[config.mk]
export PLATFORM = sky130hd
export DESIGN_NAME = filter_window_ctrl_flat
export DESIGN_NICKNAME = d
export VERILOG_FILES = /design/src/rtl/filter_pkg.sv /design/src/rtl/filter_window_ctrl_if.sv /design/src/rtl/filter_line_meter.sv /design/src/rtl/filter_window_ctrl.sv /design/src/flat_wrapper.sv
export SDC_FILE = /design/constraint.sdc
export NUM_CORES = 1
export LEC_CHECK = 0
export CORE_MARGIN = 2
export CORE_UTILIZATION = 58
export DETAILED_ROUTE_END_ITERATION = 10
export GPL_TIMING_DRIVEN = 0
export PLACE_DENSITY = 0.95
export RECOVER_POWER = 25
export SLEW_MARGIN = 20
export SYNTH_ARGS = -nofsm -noshare
export SYNTH_HDL_FRONTEND = slang
export SYNTH_SLANG_ARGS = --single-unit
[constraint.sdc]
create_clock -name clk -period 5.15 [get_ports clk]
set_input_delay 1.03 -clock clk [delete_from_list [all_inputs] [get_ports clk]]
set_output_delay 1.03 -clock clk [all_outputs]
set_load 0.005 [all_outputs]
[src/rtl/filter_pkg.sv]
// Shared types and helpers for the stream video filter window sequencer.
package filter_pkg;

    typedef enum logic {
        WAIT_SOF = 1'b0,
        ACTIVE   = 1'b1
    } state_t;

    localparam int DEF_CORE_DIM  = 5;
    localparam int DEF_MAX_WIDTH = 2048;
    localparam int DEF_ADDR_W    = 11;
    localparam int DEF_CNT_W     = 12;

    // Kernel radius: distance from the window centre to its edge.
    function automatic int kernel_radius(input int dim);
        return (dim - 1) / 2;
    endfunction

    function automatic int row_sel_w(input int dim);
        return (dim > 1) ? $clog2(dim) : 1;
    endfunction

endpackage

[src/rtl/filter_window_ctrl_if.sv]
// Observed AXI4-Stream video handshake and sideband at the filter input.
interface filter_window_ctrl_if;
    logic tvalid;
    logic tready;
    logic tuser;
    logic tlast;

    modport master (output tvalid, tready, tuser, tlast);
    modport slave  (input  tvalid, tready, tuser, tlast);
endinterface

[src/rtl/filter_line_meter.sv]
// Column counter plus line-length learning and early/late end-of-line checks.
module filter_line_meter
    import filter_pkg::*;
#(
    parameter int CNT_W = DEF_CNT_W
) (
    input  logic             clk,
    input  logic             reset,
    input  logic             beat,
    input  logic             tlast,
    input  logic             sof,
    input  logic             first_line,
    output logic [CNT_W-1:0] x,
    output logic [CNT_W-1:0] col,
    output logic             eol,
    output logic [CNT_W-1:0] line_width,
    output logic             eol_early,
    output logic             eol_late
);

    localparam logic [CNT_W-1:0] CNT_MAX = '1;

    logic [CNT_W-1:0] x_reg;
    logic [CNT_W-1:0] lw_reg;
    logic             late_seen_reg;
    logic             early_reg;
    logic             late_reg;
    logic             first;
    logic [CNT_W-1:0] col_inc;

    // An SOF beat always lands in column 0 of line 0, whatever x held before.
    always_comb begin
        col     = sof ? '0 : x_reg;
        first   = sof | first_line;
        col_inc = (col == CNT_MAX) ? col : col + 1'b1;
        eol     = beat & tlast;
    end

    always_ff @(posedge clk or posedge reset) begin
        if (reset) begin
            x_reg         <= '0;
            lw_reg        <= '0;
            late_seen_reg <= 1'b0;
            early_reg     <= 1'b0;
            late_reg      <= 1'b0;
        end else begin
            early_reg <= 1'b0;
            late_reg  <= 1'b0;
            if (beat) begin
                if (tlast) begin
                    x_reg         <= '0;
                    late_seen_reg <= 1'b0;
                    if (first)
                        lw_reg <= col_inc;
                    else
                        early_reg <= (col_inc < lw_reg);
                end else begin
                    x_reg <= col_inc;
                    if (sof) begin
                        lw_reg        <= '0;
                        late_seen_reg <= 1'b0;
                    end
                    // late_seen guards against repeats once x saturates
                    if (!first && !late_seen_reg && (col == lw_reg - 1'b1)) begin
                        late_reg      <= 1'b1;
                        late_seen_reg <= 1'b1;
                    end
                end
            end
        end
    end

    assign x          = x_reg;
    assign line_width = lw_reg;
    assign eol_early  = early_reg;
    assign eol_late   = late_reg;

endmodule

[src/rtl/filter_window_ctrl.sv]
// Observes the filter-input stream and sequences line-buffer writes and window qualification.
module filter_window_ctrl
    import filter_pkg::*;
#(
    parameter int FILTER_CORE_DIM = DEF_CORE_DIM,
    parameter int MAX_WIDTH       = DEF_MAX_WIDTH,
    parameter int ADDR_W          = DEF_ADDR_W,
    parameter int CNT_W           = DEF_CNT_W
) (
    input  logic                                  clk,
    input  logic                                  reset,
    filter_window_ctrl_if.slave                   vid,
    output logic                                  lb_wr_en,
    output logic [ADDR_W-1:0]                     lb_wr_addr,
    output logic [row_sel_w(FILTER_CORE_DIM)-1:0] lb_wr_sel,
    output logic [CNT_W-1:0]                      pix_x,
    output logic [CNT_W-1:0]                      pix_y,
    output logic                                  win_valid,
    output logic [CNT_W-1:0]                      line_width,
    output logic [CNT_W-1:0]                      frame_height,
    output logic                                  frame_done,
    output logic                                  sof_err,
    output logic                                  eol_early,
    output logic                                  eol_late,
    output logic                                  busy
);

    localparam int               SEL_W    = row_sel_w(FILTER_CORE_DIM);
    localparam int               R        = kernel_radius(FILTER_CORE_DIM);
    localparam logic [CNT_W-1:0] EDGE     = CNT_W'(2 * R);
    localparam logic [CNT_W-1:0] MAX_C    = CNT_W'(MAX_WIDTH);
    localparam logic [CNT_W-1:0] CNT_MAX  = '1;
    localparam logic [SEL_W-1:0] SEL_LAST = SEL_W'(FILTER_CORE_DIM - 1);

    state_t           state_reg;
    logic [CNT_W-1:0] y_reg;
    logic [SEL_W-1:0] sel_reg;

    logic             beat;
    logic             sof;
    logic             frame_beat;
    logic             first_line;
    logic [CNT_W-1:0] y_eff;
    logic [SEL_W-1:0] sel_eff;
    logic [CNT_W-1:0] x;
    logic [CNT_W-1:0] col;
    logic             eol;

    // Beats outside a frame (no SOF seen yet) never reach the line buffers.
    always_comb begin
        beat       = vid.tvalid & vid.tready;
        sof        = beat & vid.tuser;
        frame_beat = beat & ((state_reg == ACTIVE) | vid.tuser);
        first_line = (y_reg == '0);
        y_eff      = sof ? '0 : y_reg;
        sel_eff    = sof ? '0 : sel_reg;
    end

    filter_line_meter #(
        .CNT_W (CNT_W)
    ) u_line_meter (
        .clk        (clk),
        .reset      (reset),
        .beat       (frame_beat),
        .tlast      (vid.tlast),
        .sof        (sof),
        .first_line (first_line),
        .x          (x),
        .col        (col),
        .eol        (eol),
        .line_width (line_width),
        .eol_early  (eol_early),
        .eol_late   (eol_late)
    );

    always_ff @(posedge clk or posedge reset) begin
        if (reset) begin
            state_reg    <= WAIT_SOF;
            y_reg        <= '0;
            sel_reg      <= '0;
            lb_wr_en     <= 1'b0;
            lb_wr_addr   <= '0;
            lb_wr_sel    <= '0;
            pix_x        <= '0;
            pix_y        <= '0;
            win_valid    <= 1'b0;
            frame_height <= '0;
            frame_done   <= 1'b0;
            sof_err      <= 1'b0;
            busy         <= 1'b0;
        end else begin
            lb_wr_en   <= 1'b0;
            win_valid  <= 1'b0;
            frame_done <= 1'b0;
            sof_err    <= 1'b0;

            if (beat && !frame_beat)
                sof_err <= 1'b1;

            if (frame_beat) begin
                state_reg <= ACTIVE;
                busy      <= 1'b1;
                // SOF mid-line aborts the frame; SOF on a line boundary closes it.
                if (sof && state_reg == ACTIVE) begin
                    if (x != '0)
                        sof_err <= 1'b1;
                    else if (y_reg != '0) begin
                        frame_height <= y_reg;
                        frame_done   <= 1'b1;
                    end
                end

                lb_wr_en   <= (col < MAX_C);
                lb_wr_addr <= col[ADDR_W-1:0];
                lb_wr_sel  <= sel_eff;
                pix_x      <= col;
                pix_y      <= y_eff;
                win_valid  <= (col < MAX_C) && (col >= EDGE) && (y_eff >= EDGE);

                if (eol) begin
                    y_reg   <= (y_eff == CNT_MAX) ? y_eff : y_eff + 1'b1;
                    sel_reg <= (sel_eff == SEL_LAST) ? '0 : sel_eff + 1'b1;
                end else begin
                    y_reg   <= y_eff;
                    sel_reg <= sel_eff;
                end
            end
        end
    end

endmodule

[src/flat_wrapper.sv]
// flat-port wrapper written by rule: the top's interface ports become plain ports
module filter_window_ctrl_flat import filter_pkg::*;
#(
    parameter int FILTER_CORE_DIM = DEF_CORE_DIM,
    parameter int MAX_WIDTH       = DEF_MAX_WIDTH,
    parameter int ADDR_W          = DEF_ADDR_W,
    parameter int CNT_W           = DEF_CNT_W
)
  (clk, reset, lb_wr_en, lb_wr_addr, lb_wr_sel, pix_x, pix_y, win_valid, line_width, frame_height, frame_done, sof_err, eol_early, eol_late, busy, vid_tvalid, vid_tready, vid_tuser, vid_tlast);
  filter_window_ctrl_if vid_i ();
  input  logic clk;
  input  logic reset;
  output logic lb_wr_en;
  output logic [ADDR_W-1:0] lb_wr_addr;
  output logic [row_sel_w(FILTER_CORE_DIM)-1:0] lb_wr_sel;
  output logic [CNT_W-1:0] pix_x;
  output logic [CNT_W-1:0] pix_y;
  output logic win_valid;
  output logic [CNT_W-1:0] line_width;
  output logic [CNT_W-1:0] frame_height;
  output logic frame_done;
  output logic sof_err;
  output logic eol_early;
  output logic eol_late;
  output logic busy;
  input wire logic [$bits(vid_i.tvalid)-1:0] vid_tvalid;
  input wire logic [$bits(vid_i.tready)-1:0] vid_tready;
  input wire logic [$bits(vid_i.tuser)-1:0] vid_tuser;
  input wire logic [$bits(vid_i.tlast)-1:0] vid_tlast;
  assign vid_i.tvalid = vid_tvalid;
  assign vid_i.tready = vid_tready;
  assign vid_i.tuser = vid_tuser;
  assign vid_i.tlast = vid_tlast;
  filter_window_ctrl #(.FILTER_CORE_DIM(FILTER_CORE_DIM), .MAX_WIDTH(MAX_WIDTH), .ADDR_W(ADDR_W), .CNT_W(CNT_W)) u_core (.clk(clk), .reset(reset), .vid(vid_i), .lb_wr_en(lb_wr_en), .lb_wr_addr(lb_wr_addr), .lb_wr_sel(lb_wr_sel), .pix_x(pix_x), .pix_y(pix_y), .win_valid(win_valid), .line_width(line_width), .frame_height(frame_height), .frame_done(frame_done), .sof_err(sof_err), .eol_early(eol_early), .eol_late(eol_late), .busy(busy));
endmodule
Word level (Yosys, flattened, before mapping)
Index checks and enable logic that the tools add are counted.
- flip-flop bits (word level): 97
- input port bits: 6
- output and inout bits: 69
- logic and storage cells: 85
- add/subtract/negate cells: 4
- magnitude comparators: 4
- equality and inequality tests: 5
- muxes and demuxes: 31
- bitwise logic cells: 7
- reductions and logical operators: 17
- operators by type and width (kind ; count):
    12-bit 2-to-1 mux ; 9
    12-bit by 1-bit adder with 12-bit output (second input constant) ; 2
    12-bit equality test (second input constant) ; 2
    12-bit by 3-bit greater-or-equal comparator with 1-bit output (second input constant) ; 2
    12-bit nonzero test ; 2
    1-bit 2-to-1 mux ; 19
    12-bit equality test ; 1
    12-bit logical NOT ; 1
    12-bit less-than comparator ; 1
    12-bit less-than comparator (second input constant) ; 1
    12-bit by 1-bit subtractor with 12-bit output (second input constant) ; 1
    3-bit 2-to-1 mux ; 3
    1-bit logical AND ; 6
    1-bit AND ; 4
    4-bit AND reduction ; 1
    3-bit by 1-bit adder with 3-bit output (second input constant) ; 1
    3-bit equality test (second input constant) ; 1
    1-bit logical NOT ; 3
    3-bit AND reduction ; 1
    3-bit nonzero test ; 1
    2-bit by 1-bit != test with 1-bit output (second input constant) ; 1
    1-bit OR ; 2
    2-bit AND reduction ; 1
    2-bit nonzero test ; 1
    1-bit NOT ; 1

Depth between registers and ports, before layout
- depth in word-level cells: 9
- depth in mapped cells: 18
- depth with buffers taken out: 15

By module
From an unflattened synthesis, not the netlist that was laid out.
- cell total of the unflattened synthesis: 535
- area, all modules: 4929.7 sq um
- modules (own cells, without submodules) (module ; times used ; cells an instance ; area each (sq um) ; sequential area each (sq um)):
    filter_window_ctrl ; 1 ; 272 ; 2766.4 ; 1476.4
    filter_line_meter ; 1 ; 263 ; 2163.3 ; 675.6

Least setup slack after synthesis
No wires, ideal clock.
- kind: input-to-reg
- from: in vid_tready
- to: reg u_core.u_line_meter.early_reg (netlist: u_core.u_line_meter.eol_early)
- setup time: 0.105 ns
- arrival time: 3.899 ns
- required time: 5.045 ns
- setup slack: 1.146 ns
- stages: 18
- buffers on the path: 3
- path through: nand3_1 -> buf_2 -> buf_1 -> nand2_1 -> inv_1 -> ha_1 -> nand3_1 -> or2_2 -> buf_2 -> nand4_1 -> xor2_1 -> nor2_1 -> ha_1 -> a21o_1 -> a21o_1 -> a21oi_1 -> nor2_1 -> nor4b_1
- word-level cells in the longest chain between the ends: 9
- elaborated cells on any way between the ends: 12
- classes of those cells: 1 x add/sub; 1 x order compare; 1 x eq/ne; 5 x mux; 4 x bitwise
- ends and longest elaborated chain (item ; RTL line ; text):
    start, declared ; flat_wrapper.sv:27 ; input wire logic [$bits(vid_i.tready)-1:0] vid_tready;
    1-bit AND * ; filter_window_ctrl.sv:51 ; beat = vid.tvalid & vid.tready;
    1-bit AND * ; filter_window_ctrl.sv:52 ; sof = beat & vid.tuser;
    12-bit 2-to-1 mux * ; filter_line_meter.sv:33 ; col = sof ? '0 : x_reg;
    named net u_core.col[0] ; filter_window_ctrl.sv:46 ; logic [CNT_W-1:0] col;
    12-bit by 1-bit adder with 12-bit output / 12-bit equality test (equally long branches) ; filter_line_meter.sv:35 ; col_inc = (col == CNT_MAX) ? col : col + 1'b1;
    12-bit 2-to-1 mux * ; filter_line_meter.sv:35 ;
    12-bit less-than comparator * ; filter_line_meter.sv:56 ; early_reg <= (col_inc < lw_reg);
    1-bit 2-to-1 mux * ; filter_line_meter.sv:53 ; if (first)
    1-bit 2-to-1 mux * ; filter_line_meter.sv:50 ; if (tlast) begin
    1-bit 2-to-1 mux * ; filter_line_meter.sv:49 ; if (beat) begin
    end signal, assigned ; filter_line_meter.sv:56 ;
    end, declared ; filter_line_meter.sv:26 ; logic early_reg;
Mark *: on every way through the listed nets, which the timed path passes. The rest lies on a longest branch.
A chain may end at the register's enable or synchronous reset.

Worst setup path in the final report
- from: in vid_tvalid
- to: reg u_core.u_line_meter.early_reg (netlist: u_core.u_line_meter.eol_early)
- word-level cells in the longest chain between the ends: 9
- elaborated cells on any way between the ends: 12
- classes of those cells: 1 x add/sub; 1 x order compare; 1 x eq/ne; 5 x mux; 4 x bitwise
- ends and longest elaborated chain (item ; RTL line ; text):
    start, declared ; flat_wrapper.sv:26 ; input wire logic [$bits(vid_i.tvalid)-1:0] vid_tvalid;
    1-bit AND * ; filter_window_ctrl.sv:51 ;
    1-bit AND * ; filter_window_ctrl.sv:52 ;
    12-bit 2-to-1 mux * ; filter_line_meter.sv:33 ;
    named net u_core.col[0] ; filter_window_ctrl.sv:46 ;
    12-bit by 1-bit adder with 12-bit output / 12-bit equality test (equally long branches) ; filter_line_meter.sv:35 ;
    12-bit 2-to-1 mux * ; filter_line_meter.sv:35 ;
    12-bit less-than comparator * ; filter_line_meter.sv:56 ;
    1-bit 2-to-1 mux * ; filter_line_meter.sv:53 ;
    1-bit 2-to-1 mux * ; filter_line_meter.sv:50 ;
    1-bit 2-to-1 mux * ; filter_line_meter.sv:49 ;
Marks and branches as above.

==> impl_metrics.csv <==
group,metric,value,unit
clock_tree,cts_resized,0,
timing,fin_crit,4.863,ns
power,power.internal,0.001288,W
place,gp_congestion,1.002,
route,vias,4378,
clock_tree,post_cts_buffers,0,
clock_tree,ctsHtreeMaxLevel,3,
final_layout,layout.nets,612,
clock_tree,clock_latency,0.36,ns
die,io_pins,75,
setup_path,crit_path_end_kind,"flip-flop",
global_routing,grt_max_degree,47,
route,first_iter_violations,437,
clock_tree,cts_tree,"built",
die,fp.dieH,94.55,um
route,met1Wirelength,5.547,mm
power,sw_frac_of_total,32.97,%
clock_tree,clock-sinks,86,
final_layout,multi_input_area,0.002311,mm^2
global_routing,grt_use_total,31.50,%
timing,maxSlewViolCount,89,
synthesis,synthFlopType,"dfrtp_1",
synthesis,ys_seq_area_share,45.25,%
timing,rsz0062_at_grt,"false",
synthesis,syn_nets,526,
synthesis,syn-mean-instance-area,9.455,um^2
power,powerDensity,326.6,mW/mm^2
timing,timing.final.crit_share,94.43,%
status,status,"complete, but fails checks",
power,p_leak,2.610,nW
clock_tree,cts_root_buffer,"clkbuf_8",
synthesis,syn_area,0.004756,mm^2
final_layout,drive_gt1_share,10.44,%
clock_tree,cts_made_buffers,9,
timing,fin_skew,0.01033,ns
synthesis,synth-seq-cells,86,
die,fp.dieArea,0.008940,mm^2
setup_path,crit_type,"primary input to flip-flop",
die,rows,33,
final_layout,final_util,72.73,%
final_layout,diodes,0,
timing,max_freq,205.6,MHz
place,io_buffers,74,
clock_tree,ctsHoldBuffers,0,
global_routing,antenna_found_initial,0,
power,switchingPower,0.0006336,W
route,wl_met2,6.415,mm
power,power_frac_comb,30.1,%
job,drv_cap,2,
synthesis,synth_edf_count,0,
timing,hold_violations,0,
hold_path,hp-class,"flip-flop to flip-flop",
synthesis,synth.distinct_cells,56,
status,violations,"max-capacitance violations, max-slew violations",
route,drtPass1Iterations,8,
route,vias_per_cell,6.263,
route,ant_nets,0,
route,highest_layer,"met4",
route,route.met3.wl,1.090,mm
final_layout,design_area,0.005886,mm^2
setup_path,cp_slowest_cell,"clkdlybuf4s50_1",
place,hpwl,9.692,mm
die,initial_core_util,58.77,%
route,drcViolationCount,0,
die,core-area,0.008093,mm^2
power,max-vdd-ir-drop,0.1978,mV
setup_path,worst-path-buf-inv,5,
setup_path,crit_chain,"clkdlybuf4s50_1 > nand3_1 > buf_2 > clkbuf_4 > nand2_1 > inv_1 > ha_1 > nand3_2 > or2_2 > buf_2 > nand2_1 > xor2_1 > nor2_1 > ha_1 > a21oi_1 > nor2b_1 > o21ai_0 > o311ai_0 > nor4b_1",
setup_path,cp.required,5.41,ns
synthesis,synth_cells,503,
power,seqPwrFrac,40.8,%
final_layout,area.sequential,0.002152,mm^2
synthesis,yosysWarnings,0,
route,wirelength,13.39,mm
power,clockPowerShare,29.2,%
clock_tree,clk_path_buf_depth,2,
timing,relSlewSlack,-34.06,%
setup_path,critPathLaunchType,"primary input",
timing,setup_viol,0,
die,die_x,94.55,um
timing,worst_slew_pin_slew,2.011,ns
global_routing,grt-ovfl-total,0,
setup_path,cp_top_family,"simple AND/OR/NAND/NOR gates",
route,routedWlPerCell,19.16,um
global_routing,grt_pass1_wl,21.40,mm
clock_tree,clk_pin_slew,0.09,ns
final_layout,fillers,621,
final_layout,area_growth,23.76,%
setup_path,crit_arrival,5.12,ns
setup_path,cp_max_fo,10,
setup_path,slowest_delay,0.52,ns
global_routing,grt_pass1_vias,4087,
synthesis,ys_async_sr_fraction,100.0,%
place,place_area,0.005658,mm^2
cells in the final DEF (no fill, tap or decap), types with 5 or more instances in the layout:
cell type	count
xor2_1	18
nand3_1	20
nand4_1	16
nand2_1	68
xnor2_1	16
and3_1	10
nor3_1	15
inv_1	21
nor2_1	32
buf_4	12
ha_1	17
dfrtp_1	86
mux2_4	10
clkbuf_1	19
o21ai_0	45
a22o_1	19
nor2b_1	5
clkbuf_8	10
a21oi_1	12
clkdlybuf4s50_1	73
cell families after synthesis:
family                   count (synthesis)  share of synthesized area (%)
AND/OR/NAND/NOR                        193                          20.44
AO/OA/AOI/OAI                           99                          13.68
flip-flops                              86                          45.25
buffers and inverters                   62                          6.262
XOR/XNOR                                34                          6.261
adder cells (fa/ha/maj)                 17                          4.472
multiplexers                            12                          3.631
Yosys cell counts, types with 5 or more instances:
cell       n  share of area [%]
dfrtp_1   86                 45
nand2_1   68                5.4
o21ai_0   45                4.7
nor2_1    32                2.5
inv_1     22                1.7
nand3_1   21                2.2
a22o_1    19                3.5
clkbuf_1  19                1.5
xor2_1    18                3.3
ha_1      17                4.5
nand4_1   16                2.1
xnor2_1   16                2.9
nor3_1    15                1.6
a21oi_1   12                1.3
buf_4     12                1.9
and3_1    10                1.3
mux2_4    10                3.2
nor2b_1    5               0.66
worst min-delay path, stage by stage, from the launching register on:
cell	delay [ns]
dfrtp_1	0.36
nand2_1	0.05
o21ai_0	0.06
per-layer routing:
layer	global-route usage [%]	vias up
met1	42.39	2126
met5	0	-
met4	12.08	0
li1	-	1934
met3	5.746	44
met2	51.01	274
area by class of cell:
type | instances | share of cell area [%]
timing repair buffer | 75 | 12.80
buffer | 40 | 3.720
inverter | 22 | 1.424
clock inverter | 6 | 1.658
tap | 105 | 2.232
clock buffer | 10 | 2.338
multi-input combinational | 355 | 39.26
sequential | 86 | 36.56
power by group through the flow:
stage,logic [W],registers (W),clock network (W)
after detailed placement,0.000563,0.000793,0
after CTS,0.000571,0.000782,0.000565
after floorplan,0.000368,0.000784,0
after global placement,0.000535,0.000790,0
final,0.000578,0.000783,0.000561
after global routing,0.000625,0.000788,0.000599
final timing paths:
kind                                                from                             to  slack [ns]  depth (start not counted)
worst max-delay path                          vid_tvalid  u_core.u_line_meter.eol_early        0.29                         19
worst min-delay path                     u_core.pix_y[4]                u_core.pix_y[4]        0.50                          2
min in group asynchronous                          reset                u_core.pix_y[8]        1.52                          2
max in group asynchronous                          reset                u_core.pix_x[9]        0.98                          3
worst min register to register           u_core.pix_y[4]                u_core.pix_y[4]        0.50                          2
worst max register to register  u_core.u_line_meter.x[0]  u_core.u_line_meter.eol_early        1.31                         16
through the flow:
stage / setup WS (ns) / TNS, ns / cells / total power, W / hold slack [ns]
after CTS: 0.08665 / 0 / 699 / 0.001918 / 0.4977
final: 0.2871 / 0 / 699 / 0.001922 / 0.4991
after global placement: -0.2585 / -0.2585 / 682 / 0.001325 / 0.4611
after floorplan: 1.146 / 0 / 503 / 0.001152 / 0.4733
after global routing: 0.05765 / 0 / 699 / 0.002012 / 0.5246
after detailed placement: -0.2245 / -0.2245 / 683 / 0.001357 / 0.4760
(Power assumes the default switching activity.)
==> patch 1 (same flow settings) <==
Set the package constant `DEF_CORE_DIM` to 10 (it was 5).
--- a/src/rtl/filter_pkg.sv
+++ b/src/rtl/filter_pkg.sv
@@ -6,7 +6,7 @@
         ACTIVE   = 1'b1
     } state_t;
 
-    localparam int DEF_CORE_DIM  = 5;
+    localparam int DEF_CORE_DIM  = 10;
     localparam int DEF_MAX_WIDTH = 2048;
     localparam int DEF_ADDR_W    = 11;
     localparam int DEF_CNT_W     = 12;
Ports: changed (resized lb_wr_sel); port bits go from 75 to 76. The function was not compared with the original's and may differ.
==> patch 1 against the original RTL <==
The flow still finishes with violations (capacitance limit, slew limit); worst hold slack got worse by 0.012 ns; wire length decreased by 6.4%; area after synthesis increased by 0.55%; count of clock-buffer cells in the layout unchanged; final area decreased by 0.79%; combinational power decreased by 29%; sequential cell count increased by 2; power decreased by 13%; first-iteration DRC count increased by 6.4%; global-route usage decreased by 2.2 points; die area increased by 0.53%; setup slack got worse by 0.0023 ns; critical path type unchanged.
==> patch 1: results <==
export IMPL_grt_first_pass_wirelength_mm=20.1
export IMPL_synth_avg_cell_area_um2=9.80
export IMPL_min_path_cells=2
export IMPL_ctsHtreeMaxLevel=3
export IMPL_path_max_fanout=10
export IMPL_fin_skew_ns=0.00997
export IMPL_hold_path_endpoint="u_core.lb_wr_sel[0]"
export IMPL_post_cts_resized=0
export IMPL_violations="capacitance limit, slew limit"
export IMPL_drt_first_pass_iters=5
export IMPL_synth_nets=509
export IMPL_ys_warn_count=0
export IMPL_layout_cells_non_filler=683
export IMPL_hpwl_mm=9.09
export IMPL_clock_path_buffers=2
export IMPL_hold_ws_ns=0.487
export IMPL_synthArstFlopShare=1.00
export IMPL_vias=4212
export IMPL_nets=594
export IMPL_synth_area_leaders="dfrtp_1, nand2_1, a22o_1, xnor2_1, ha_1"
export IMPL_status="finished with violations"
export IMPL_grt_max_degree=50
export IMPL_grt_usage=0.293
export IMPL_place_inst=667
export IMPL_cts_inserted_buffers=9
export IMPL_rrSetupSlack_ns=2.00
export IMPL_place_area_um2=5670
export IMPL_finalMaxSlewViolations=91
export IMPL_crit_start="vid_tready"
export IMPL_drive_gt1_frac=0.114
export IMPL_numPortBuffers=73
export IMPL_r2r_end="u_core.u_line_meter.eol_early"
export IMPL_grt_antenna_before_repair=0
export IMPL_drv_cap=2
export IMPL_r2r_cells=13
export IMPL_power_leakage_nw=2.51
export IMPL_n_fill_cell=618
export IMPL_gp_congestion=0.907
export IMPL_synth_distinct_cells=65
export IMPL_drtIter0Drc=465
export IMPL_peakVddDrop_mv=0.196
export IMPL_dp_slack_ns=0.00233
export IMPL_synth_common_cells="dfrtp_1, nand2_1, o21ai_0"
export IMPL_cts_root_buf="clkbuf_8"
export IMPL_cp_arrival_ns=5.17
export IMPL_synth_seq_area_share=0.460
export IMPL_hold_start="u_core.lb_wr_sel[0]"
export IMPL_wirelength_mm=12.5
export IMPL_area_sequential_um2=2200
export IMPL_synth_main_ff_cell="dfrtp_1"
export IMPL_clock_latency_ns=0.37
export IMPL_worst_pin_slew_ns=2.14
export IMPL_postCtsSetupRepairBufs=0
export IMPL_n_antenna_cell=0
==> patch 1: cell count changes after synthesis, moves of 4 or more <==
cell      unedited run  this run
nor2_1              32        23
nand4_1             16        12
o21ai_0             45        36
a22o_1              19        24
mux2_4              10         0
xor2_1              18         6
nand3_1             21         9
nand2b_1             1         7
nor3_1              15        10
mux2_2               2        12
xnor2_1             16        22
==> patch 1: worst max-delay path by stage <==
stage	end	slack, ns	cells past startpoint
after floorplan	u_core.u_line_meter.eol_early	1.22	15
after global placement	u_core.u_line_meter.eol_early	0.05	17
after detailed placement	u_core.u_line_meter.eol_early	0.002	17
after CTS	u_core.u_line_meter.eol_early	0.37	17
after global routing	u_core.u_line_meter.eol_early	0.05	17
final	u_core.u_line_meter.eol_early	0.28	17
==> patch 1: per-layer routing <==
layer	share of wire	vias up	wire length, um	GRT usage
met5	0	-	0	0
met4	0.036	0	447	0.151
met3	0.080	47	1000	0.0439
met2	0.49	237	6160	0.478
met1	0.39	2047	4920	0.380
li1	-	1881	-	-
==> patch 1: cell type report <==
cell class,instances,area share
clock buffer,10,0.0219
tap,105,0.0225
clock inverter,6,0.00921
timing repair buffer,74,0.127
inverter,20,0.0131
buffer,36,0.0356
multi-input combinational,344,0.393
sequential,88,0.377
==> patch 1: report_power, final <==
part | internal (mW) | switching, mW | leakage (nW) | total (mW)
Sequential | 0.743 | 0.0576 | 1.20 | 0.800
Combinational | 0.200 | 0.213 | 1.22 | 0.413
Clock | 0.183 | 0.273 | 0.0890 | 0.456
Total | 1.13 | 0.544 | 2.51 | 1.67
==> patch 1: critical path, stage by stage <==
cell	delay [ns]
clkdlybuf4s50_1	0.53
nand3_1	0.17
buf_2	0.24
clkbuf_1	0.47
nand2_1	0.19
inv_1	0.13
ha_1	0.18
and3_1	0.23
nand4_1	0.25
nor2_4	0.21
mux2i_1	0.27
inv_1	0.09
ha_1	0.30
a21o_1	0.19
a21o_1	0.17
a221o_1	0.36
a21oi_2	0.16
==> patch 1: kinds of logic after synthesis <==
kind of cell / after synthesis / synth area share
simple gates: 173 / 0.185
compound gates: 110 / 0.161
flops: 88 / 0.460
buf+inv: 56 / 0.0591
fa+ha+maj: 15 / 0.0392
xor+xnor: 30 / 0.0581
mux: 16 / 0.0369
==> patch 2 (config.mk and constraints unchanged) <==
Without the edit above. Put one more register stage on the output `sof_err`. The value now appears one clock later. The other outputs are not delayed to match.
--- a/src/rtl/filter_window_ctrl.sv
+++ b/src/rtl/filter_window_ctrl.sv
@@ -31,6 +31,8 @@
     localparam logic [CNT_W-1:0] MAX_C    = CNT_W'(MAX_WIDTH);
     localparam logic [CNT_W-1:0] CNT_MAX  = '1;
     localparam logic [SEL_W-1:0] SEL_LAST = SEL_W'(FILTER_CORE_DIM - 1);
+
+    logic sof_err_s0;
 
     state_t           state_reg;
     logic [CNT_W-1:0] y_reg;
@@ -86,16 +88,16 @@
             win_valid    <= 1'b0;
             frame_height <= '0;
             frame_done   <= 1'b0;
-            sof_err      <= 1'b0;
+            sof_err_s0   <= 1'b0;
             busy         <= 1'b0;
         end else begin
             lb_wr_en   <= 1'b0;
             win_valid  <= 1'b0;
             frame_done <= 1'b0;
-            sof_err    <= 1'b0;
+            sof_err_s0 <= 1'b0;
 
             if (beat && !frame_beat)
-                sof_err <= 1'b1;
+                sof_err_s0 <= 1'b1;
 
             if (frame_beat) begin
                 state_reg <= ACTIVE;
@@ -103,7 +105,7 @@
                 // SOF mid-line aborts the frame; SOF on a line boundary closes it.
                 if (sof && state_reg == ACTIVE) begin
                     if (x != '0)
-                        sof_err <= 1'b1;
+                        sof_err_s0 <= 1'b1;
                     else if (y_reg != '0) begin
                         frame_height <= y_reg;
                         frame_done   <= 1'b1;
@@ -128,5 +130,13 @@
         end
     end
 
+    always_ff @(posedge clk or posedge reset) begin
+        if (reset) begin
+            sof_err <= '0;
+        end else begin
+            sof_err <= sof_err_s0;
+        end
+    end
+
 endmodule
 
Check against the original RTL: not equivalent (Yosys sat finds a counterexample within 4 cycles, from zero or initial values and one cycle with reset high).
==> patch 2 against the original RTL <==
The flow still finishes with violations (capacitance limit, slew limit); non-clock buffer count stayed put; area after synthesis is 0.53% higher; setup slack worse by 0.13 ns; final cell count is 0.14% higher; sequential share of layout area is 0.50 points higher; final area is 0.21% lower; utilization is 0.15 points lower; sequential cell count is 1 higher; first-iteration DRC count is 5.7% higher; wire length is 0.10% lower; power is 4.3% lower; highest routed layer unchanged.
==> patch 2: results <==
export IMPL_drive_gt1_frac=0.103
export IMPL_place_inst=684
export IMPL_wire_per_inst_um=19.1
export IMPL_status="finished with violations"
export IMPL_path_clk_slew_ns=0.11
export IMPL_synth_xor_area_frac=0.0623
export IMPL_use_met3=0.0591
export IMPL_hold_path_endpoint="u_core.sof_err"
export IMPL_gp_congestion=0.960
export IMPL_synth_compound_area_share=0.136
export IMPL_fmaxAchievable_mhz=200
export IMPL_rrSetupSlack_ns=1.26
export IMPL_hpwl_mm=9.94
export IMPL_use_met2=0.525
export IMPL_synth_adder_area_share=0.0445
export IMPL_drtIter0Drc=462
export IMPL_grt_first_pass_wirelength_mm=21.7
export IMPL_grt_usage=0.317
export IMPL_violations="capacitance limit, slew limit"
export IMPL_drv_cap=2
export IMPL_peakVddDrop_mv=0.179
export IMPL_wl_met1_mm=5.46
export IMPL_min_path_cells=0
export IMPL_synth_nets=527
export IMPL_fin_skew_ns=0.0161
export IMPL_synth_area_leaders="dfrtp_1, nand2_1, o21ai_0, ha_1, a22o_1"
export IMPL_vias=4315
export IMPL_place_area_um2=5680
export IMPL_synth_common_cells="dfrtp_1, nand2_1, o21ai_0"
export IMPL_wirelength_mm=13.4
export IMPL_finalMaxSlewViolations=90
export IMPL_hold_ws_ns=0.358
export IMPL_synth_seq_area_share=0.455
export IMPL_hold_start="u_core.sof_err_s0"
export IMPL_grt_pass1_vias=4128
export IMPL_nets=613
export IMPL_wl_met3_mm=1.12
export IMPL_synthMuxAreaShare=0.0361
export IMPL_worst_pin_slew_ns=2.32
-- patch 2: cell count changes in the layout (fill, tap and decap cells not counted) --
| cell | before | now |
|---|---|---|
| nand3_1 | 20 | 21 |
| clkinv_8 | 0 | 1 |
| bufinv_16 | 2 | 0 |
| clkinv_4 | 0 | 2 |
| dfrtp_1 | 86 | 87 |
| buf_2 | 4 | 3 |
| nand3_2 | 1 | 0 |
| clkbuf_4 | 1 | 2 |
| inv_6 | 3 | 2 |
-- patch 2: area by class of cell --
cell class	count	area, um2
buffer	40	221
clock buffer	10	138
clock inverter	6	62.6
fill	602	2220
inverter	22	83.8
multi-input combinational	355	2310
sequential	87	2180
tap	105	131
timing repair buffer	75	753
-- patch 2: where the power goes --
part | internal (mW) | switching (mW)
Sequential | 0.735 | 0.0572
Clock | 0.201 | 0.281
Combinational | 0.267 | 0.297
Total | 1.20 | 0.636
